File: src/rtl/pc_sequencer.sv
// PC sequencer: picks the next PC from halt, branch, jump or sequential fetch.
// Build option PC_SEQ_PENDING_REDIRECT_EN buffers a redirect until the fetch completes.
module pc_sequencer (
  input  logic        CLK,
  input  logic        RST,
  input  logic [31:0] current_pc,
  input  logic        ihit,
  input  logic        stall,
  input  logic        br_taken,
  input  logic [31:0] br_target,
  input  logic        jump,
  input  logic [31:0] jump_target,
  input  logic        halt,
  output logic [31:0] next_pc,
  output logic        pc_wen,
  output logic        flush,
  output logic        iren,
  output logic        halted,
  output logic        redirect_pending
);

  localparam logic [31:0] PC_STEP = 32'd4;

  typedef enum logic [1:0] {
    RUN   = 2'd0,
    REDIR = 2'd1,
    HALT  = 2'd2
  } state_t;

  state_t      state;
  state_t      state_n;
  logic        redir;
  logic [31:0] tgt;
  logic [31:0] seq_pc;

  assign redir  = br_taken | jump;
  assign tgt    = br_taken ? br_target : jump_target;
  assign seq_pc = current_pc + PC_STEP;

`ifdef PC_SEQ_PENDING_REDIRECT_EN
  logic [31:0] pend_target;
  logic [31:0] pend_n;

  always_ff @(posedge CLK or posedge RST) begin
    if (RST) begin
      state       <= RUN;
      pend_target <= 32'd0;
    end else begin
      state       <= state_n;
      pend_target <= pend_n;
    end
  end
`else
  always_ff @(posedge CLK or posedge RST) begin
    if (RST) begin
      state <= RUN;
    end else begin
      state <= state_n;
    end
  end
`endif

  always_comb begin
    state_n          = state;
    next_pc          = seq_pc;
    pc_wen           = 1'b0;
    flush            = 1'b0;
    iren             = 1'b0;
    halted           = 1'b0;
    redirect_pending = 1'b0;
`ifdef PC_SEQ_PENDING_REDIRECT_EN
    pend_n           = pend_target;
`endif
    if (!RST) begin
      unique case (state)
        RUN: begin
          iren = 1'b1;
          if (halt) begin
            state_n = HALT;
          end else if (redir) begin
            flush   = 1'b1;
            next_pc = tgt;
`ifdef PC_SEQ_PENDING_REDIRECT_EN
            if (ihit) begin
              pc_wen = 1'b1;
            end else begin
              pend_n  = tgt;
              state_n = REDIR;
            end
`else
            pc_wen = 1'b1;
`endif
          end else begin
            pc_wen = ihit & ~stall;
          end
        end
`ifdef PC_SEQ_PENDING_REDIRECT_EN
        REDIR: begin
          iren             = 1'b1;
          redirect_pending = 1'b1;
          next_pc          = pend_target;
          if (halt) begin
            state_n = HALT;
          end else if (redir) begin
            // a newer redirect overrides the one still waiting
            flush  = 1'b1;
            pend_n = tgt;
            if (ihit) begin
              next_pc = tgt;
              pc_wen  = 1'b1;
              state_n = RUN;
            end
          end else if (ihit) begin
            pc_wen  = 1'b1;
            state_n = RUN;
          end
        end
`endif
        HALT: begin
          halted = 1'b1;
        end
        default: begin
          state_n = RUN;
        end
      endcase
    end
  end

endmodule

File: config.mk
export PLATFORM = sky130hd
export DESIGN_NAME = pc_sequencer
export DESIGN_NICKNAME = d
export VERILOG_FILES = /design/src/rtl/pc_sequencer.sv
export SDC_FILE = /design/constraint.sdc
export NUM_CORES = 1
export LEC_CHECK = 0
export CAP_MARGIN = 25
export CORE_ASPECT_RATIO = 0.8
export CORE_MARGIN = 2
export CORE_UTILIZATION = 30
export DETAILED_ROUTE_END_ITERATION = 12
export PLACE_DENSITY_LB_ADDON = 0.1
export SETUP_SLACK_MARGIN = 0.4
export SYNTH_ARGS = -nofsm -noshare
export SYNTH_HDL_FRONTEND = slang
export SYNTH_SLANG_ARGS = --single-unit
File: constraint.sdc
create_clock -name CLK -period 3.7 [get_ports CLK]
set_input_delay 1.11 -clock CLK [delete_from_list [all_inputs] [get_ports CLK]]
set_output_delay 1.11 -clock CLK [all_outputs]
set_load 0.02 [all_outputs]
==> run_results.csv, run 1 <==
group,metric,value,unit
logic_synthesis,ys_seq_area_share,1.78,%
clock_tree,post_cts_buffers,21,
logic_synthesis,synth_nets,320,
logic_synthesis,synth_seq_cells,1,
logic_synthesis,synth_top_area_cell,"a211oi_1",
run_status,first-error,"[ERROR DPL-0038] Utilization greater than 100%, impossible to legalize",
placement,dp_hpwl,7370,um
die,die_w,80.5,um
die,row_count,22,
logic_synthesis,synthTopCellsByArea,"a211oi_1 (14%), nor2b_1 (12%), a31oi_1 (7.1%)",
logic_synthesis,yosysWarnings,0,
die,ios,140,
logic_synthesis,avgSynthCellArea,6.51,sq um
logic_synthesis,synth_cells,216,
logic_synthesis,yosysUniqueCellTypes,36,
die,die_h,65.2,um
logic_synthesis,netlist.area_leader.share,14.4,%
logic_synthesis,synth_area,1410,sq um
clock_tree,ctsResizeCount,374,
run_status,failing_step,"clock tree synthesis (4_1_cts)",
placement,port_buffers,138,
clock_tree,holdBufCountCts,0,
run_status,status,"stopped before the end",
die,initial_core_util,30.9,%
placement,gp_congestion,0.849,
## metrics by stage
stage	hold WS (ns)	cell area [sq um]	setup slack [ns]	util [%]	std cells
after detailed placement	0.519	4200	-0.986	92.5	475
after global placement	0.513	4200	-0.875	92.5	475
after floorplan	0.486	2240	0.203	-	216
## synth_stat cells
cell type	instances
conb_1	1
buf_4	2
dfrtp_1	1
mux2i_1	6
ha_1	1
nand3_4	1
nor2_1	3
or4_1	5
o21ai_0	17
nand4_2	1
nor2b_1	27
nand3_1	7
clkbuf_2	1
or3_1	13
nand4b_1	2
nand2b_1	1
a2111oi_0	1
a31oi_1	16
a21o_1	1
o31ai_1	4
and3_4	1
and4_1	5
nand4_1	8
a211oi_1	27
buf_6	2
xnor2_1	2
clkbuf_1	8
xor2_1	9
inv_1	4
and2_1	2
a21oi_1	10
and3_1	6
inv_2	1
and4_4	1
nand2_1	14
buf_2	5
## logic make-up after synthesis
group	count (synthesis)	share of synthesized area (%)
simple gates	97	43.2
xor+xnor	11	6.86
buf+inv	23	8.28
fa+ha+maj	1	0.890
mux	6	4.27
other cells	1	0.267
flops	1	1.78
compound gates	76	34.5
==> run 2: changes to the inputs <==
Settings changed: CORE_ASPECT_RATIO 0.8 to not set, PLACE_DENSITY_LB_ADDON 0.1 to 0.15, SETUP_SLACK_MARGIN 0.4 to not set.
==> run_results.csv, run 2 <==
group,metric,value,unit
run_status,status,"complete, but fails checks",
run_status,violations,"negative setup slack",
sta,fin_skew,0,ns
pwr,p_int,0.175,mW
detailed_routing,ant_nets,0,
sta,relSlewSlack,54.8,%
detailed_routing,dr.first_iter.drc_count,110,
global_route,gr-total-overflow,0,
sta,finalCritPeriodShare,101,%
sta,min_period,3.74,ns
sta,tightestPinTransition,0.678,ns
die,initial_core_util,31.6,%
pwr,ir_drop,0.0864,mV
placement,dp_slack,-0.920,ns
detailed_routing,drcViolationCount,0,
setup_path,crit_path_end_kind,"output port",
clock_tree,clkTransAtPathRegs,0,ns
layout,nFillCells,370,
setup_path,cp.required,2.59,ns
pwr,p_seq_share,3.8,%
die,row_count,24,
logic_synthesis,ys_seq_area_share,1.78,%
run,maxCapViolations,0,
logic_synthesis,synthTopCellsByCount,"a211oi_1 (27), nor2b_1 (27), o21ai_0 (17), a31oi_1 (16), nand2_1 (14)",
layout,nets,498,
sta,max_freq,0.267,GHz
setup_path,critPathArrivalTime,2.63,ns
min_path,hold_class,"reg -> reg",
pwr,p_per_area,88.7,nW/um^2
logic_synthesis,synth_seq_cells,1,
global_route,grt_max_degree,59,
logic_synthesis,synthTopCellsByArea,"a211oi_1 (14%), nor2b_1 (12%), a31oi_1 (7.1%)",
logic_synthesis,synth_area,1410,sq um
sta,drv_slew,0,
logic_synthesis,yosysWarnings,0,
layout,n_antenna_cell,0,
detailed_routing,dr.pass1.iters,4,
sta,setup_viol,1,
logic_synthesis,async_flop_share,100,%
layout,top_register,"state",
sta,rsz0062_at_grt,"true",
placement,port_buffers,138,
detailed_routing,routed_wl,6860,um
layout,drive_gt1_share,37.2,%
global_route,grt_util_all_layers,24.4,%
detailed_routing,wl_per_cell,15.4,um
detailed_routing,avgViaCountPerCell,5.34,
logic_synthesis,synth_cells,216,
die,die_h,72.4,um
logic_synthesis,avgSynthCellArea,6.51,sq um
layout,final_cell_mix,"clkdlybuf4s50_1 (72), buf_4 (57), nor2b_1 (27), buf_2 (23), a211oi_1 (18)",
sta,hold_violations,0,
setup_path,worst-setup-path-type,"in -> out",
detailed_routing,vias,2371,
placement,gp_congestion,0.784,
clock_tree,clock_latency,0,ns
pwr,clockPowerShare,0,%
setup_path,start_kind,"input pin",
layout,largest_reg_flops,1,
setup_path,cp_max_fo,7,
logic_synthesis,netlist.area_leader.share,14.4,%
global_route,grt_pass1_vias,2360,
layout,utilization,74.0,%
sta,hold_slack,0.527,ns
logic_synthesis,ys.flop_type,"dfrtp_1",
die,die_w,72.4,um
pwr,pwr-share-comb,96.2,%
pwr,swShare,40.2,%
pwr,p_leak,1.34,nW
global_route,antenna_found_initial,0,
logic_synthesis,synth_nets,320,
die,ios,140,
logic_synthesis,synth_top_area_cell,"a211oi_1",
sta,setup_slack,-0.0427,ns
layout,syn_to_final_growth,134,%
placement,dp_hpwl,4760,um
die,core,4440,sq um
layout,top_regs,"state: 1 flops",
die,die-area,5250,sq um
global_route,grt_pass1_wl,10600,um
layout,layout_commonest_cell,"clkdlybuf4s50_1",
pwr,p_sw,0.117,mW
logic_synthesis,yosysUniqueCellTypes,36,
logic_synthesis,synth_edf_count,0,
sta,tns,-0.0427,ns
==> run 2: cell counts after synthesis <==
Identical to the previous run, type by type.
==> run 2: worst paths after layout <==
kind / from / end / slack, ns / depth (start not counted)
min in group asynchronous: RST / state[1]$_DFFE_PP0P_ / 1.11 / 3
hold reg to reg: state[1]$_DFFE_PP0P_ / state[1]$_DFFE_PP0P_ / 0.53 / 1
setup reg to reg: state[1]$_DFFE_PP0P_ / state[1]$_DFFE_PP0P_ / 3.02 / 1
setup / recovery: halt / next_pc[20] / -0.04 / 7
hold / removal: state[1]$_DFFE_PP0P_ / state[1]$_DFFE_PP0P_ / 0.53 / 1
max in group asynchronous: RST / state[1]$_DFFE_PP0P_ / 2.49 / 3
==> run 2: metal layers <==
layer  share of wire, %  GRT usage, %  up-vias
met2                 53          48.5      101
met5                  0             0        -
met3                6.8          2.36        6
met4               0.89          3.29        0
li1                   -             -     1191
met1                 39          28.5     1073
==> run 2: cell families (layout without fill, tap and decap cells) <==
family | Yosys count | after routing | synth area share [%]
flops | 1 | 1 | 1.78
mux | 6 | 6 | 4.27
fa+ha+maj | 1 | 1 | 0.890
other cells | 1 | 1 | 0.267
xor+xnor | 11 | 11 | 6.86
simple gates | 97 | 97 | 43.2
buf+inv | 23 | 199 | 8.28
compound gates | 76 | 76 | 34.5
==> run 2: power by group through the flow <==
stage,Clock [mW],Sequential [mW],Combinational [mW]
2_1_floorplan,0,0.0111,0.0917
3_3_place_gp,0,0.0111,0.282
5_1_grt,0,0.0111,0.301
6_report,0,0.0111,0.281
4_1_cts,0,0.0111,0.269
3_5_place_dp,0,0.0111,0.286
==> run 2: critical path: stages <==
cell and delay [ns]:
buf_6 0.09, or4_4 0.63, buf_12 0.19, buf_16 0.13, a211oi_4 0.22, a31oi_1 0.08
buf_4 0.18
==> run 2: area by class of cell <==
type | count | area, sq um | share of cell area [%]
Sequential cell | 1 | 25.0 | 0.761
Multi-Input combinational cell | 192 | 1420 | 43.2
Inverter | 5 | 18.8 | 0.571
Timing Repair Buffer | 194 | 1760 | 53.5
Tap cell | 52 | 65.1 | 1.98
==> run 2: timing repair <==
action                                  CTS  global route
pin swaps                                16            19
resized for setup                       251            66
endpoints found under the setup margin   34            16
hold buffers                              0             0
buffers inserted                         10             2
cloned                                    4             0
==> run 2: per-stage QoR <==
stage / area (sq um) / cells / power (mW)
floorplan: 1410 / 216 / 0.103
global placement: 3050 / 428 / 0.293
detailed placement: 3050 / 428 / 0.297
CTS: 3230 / 442 / 0.280
global route: 3290 / 444 / 0.312
finish: 3290 / 444 / 0.292
(Power assumes the default switching activity.)
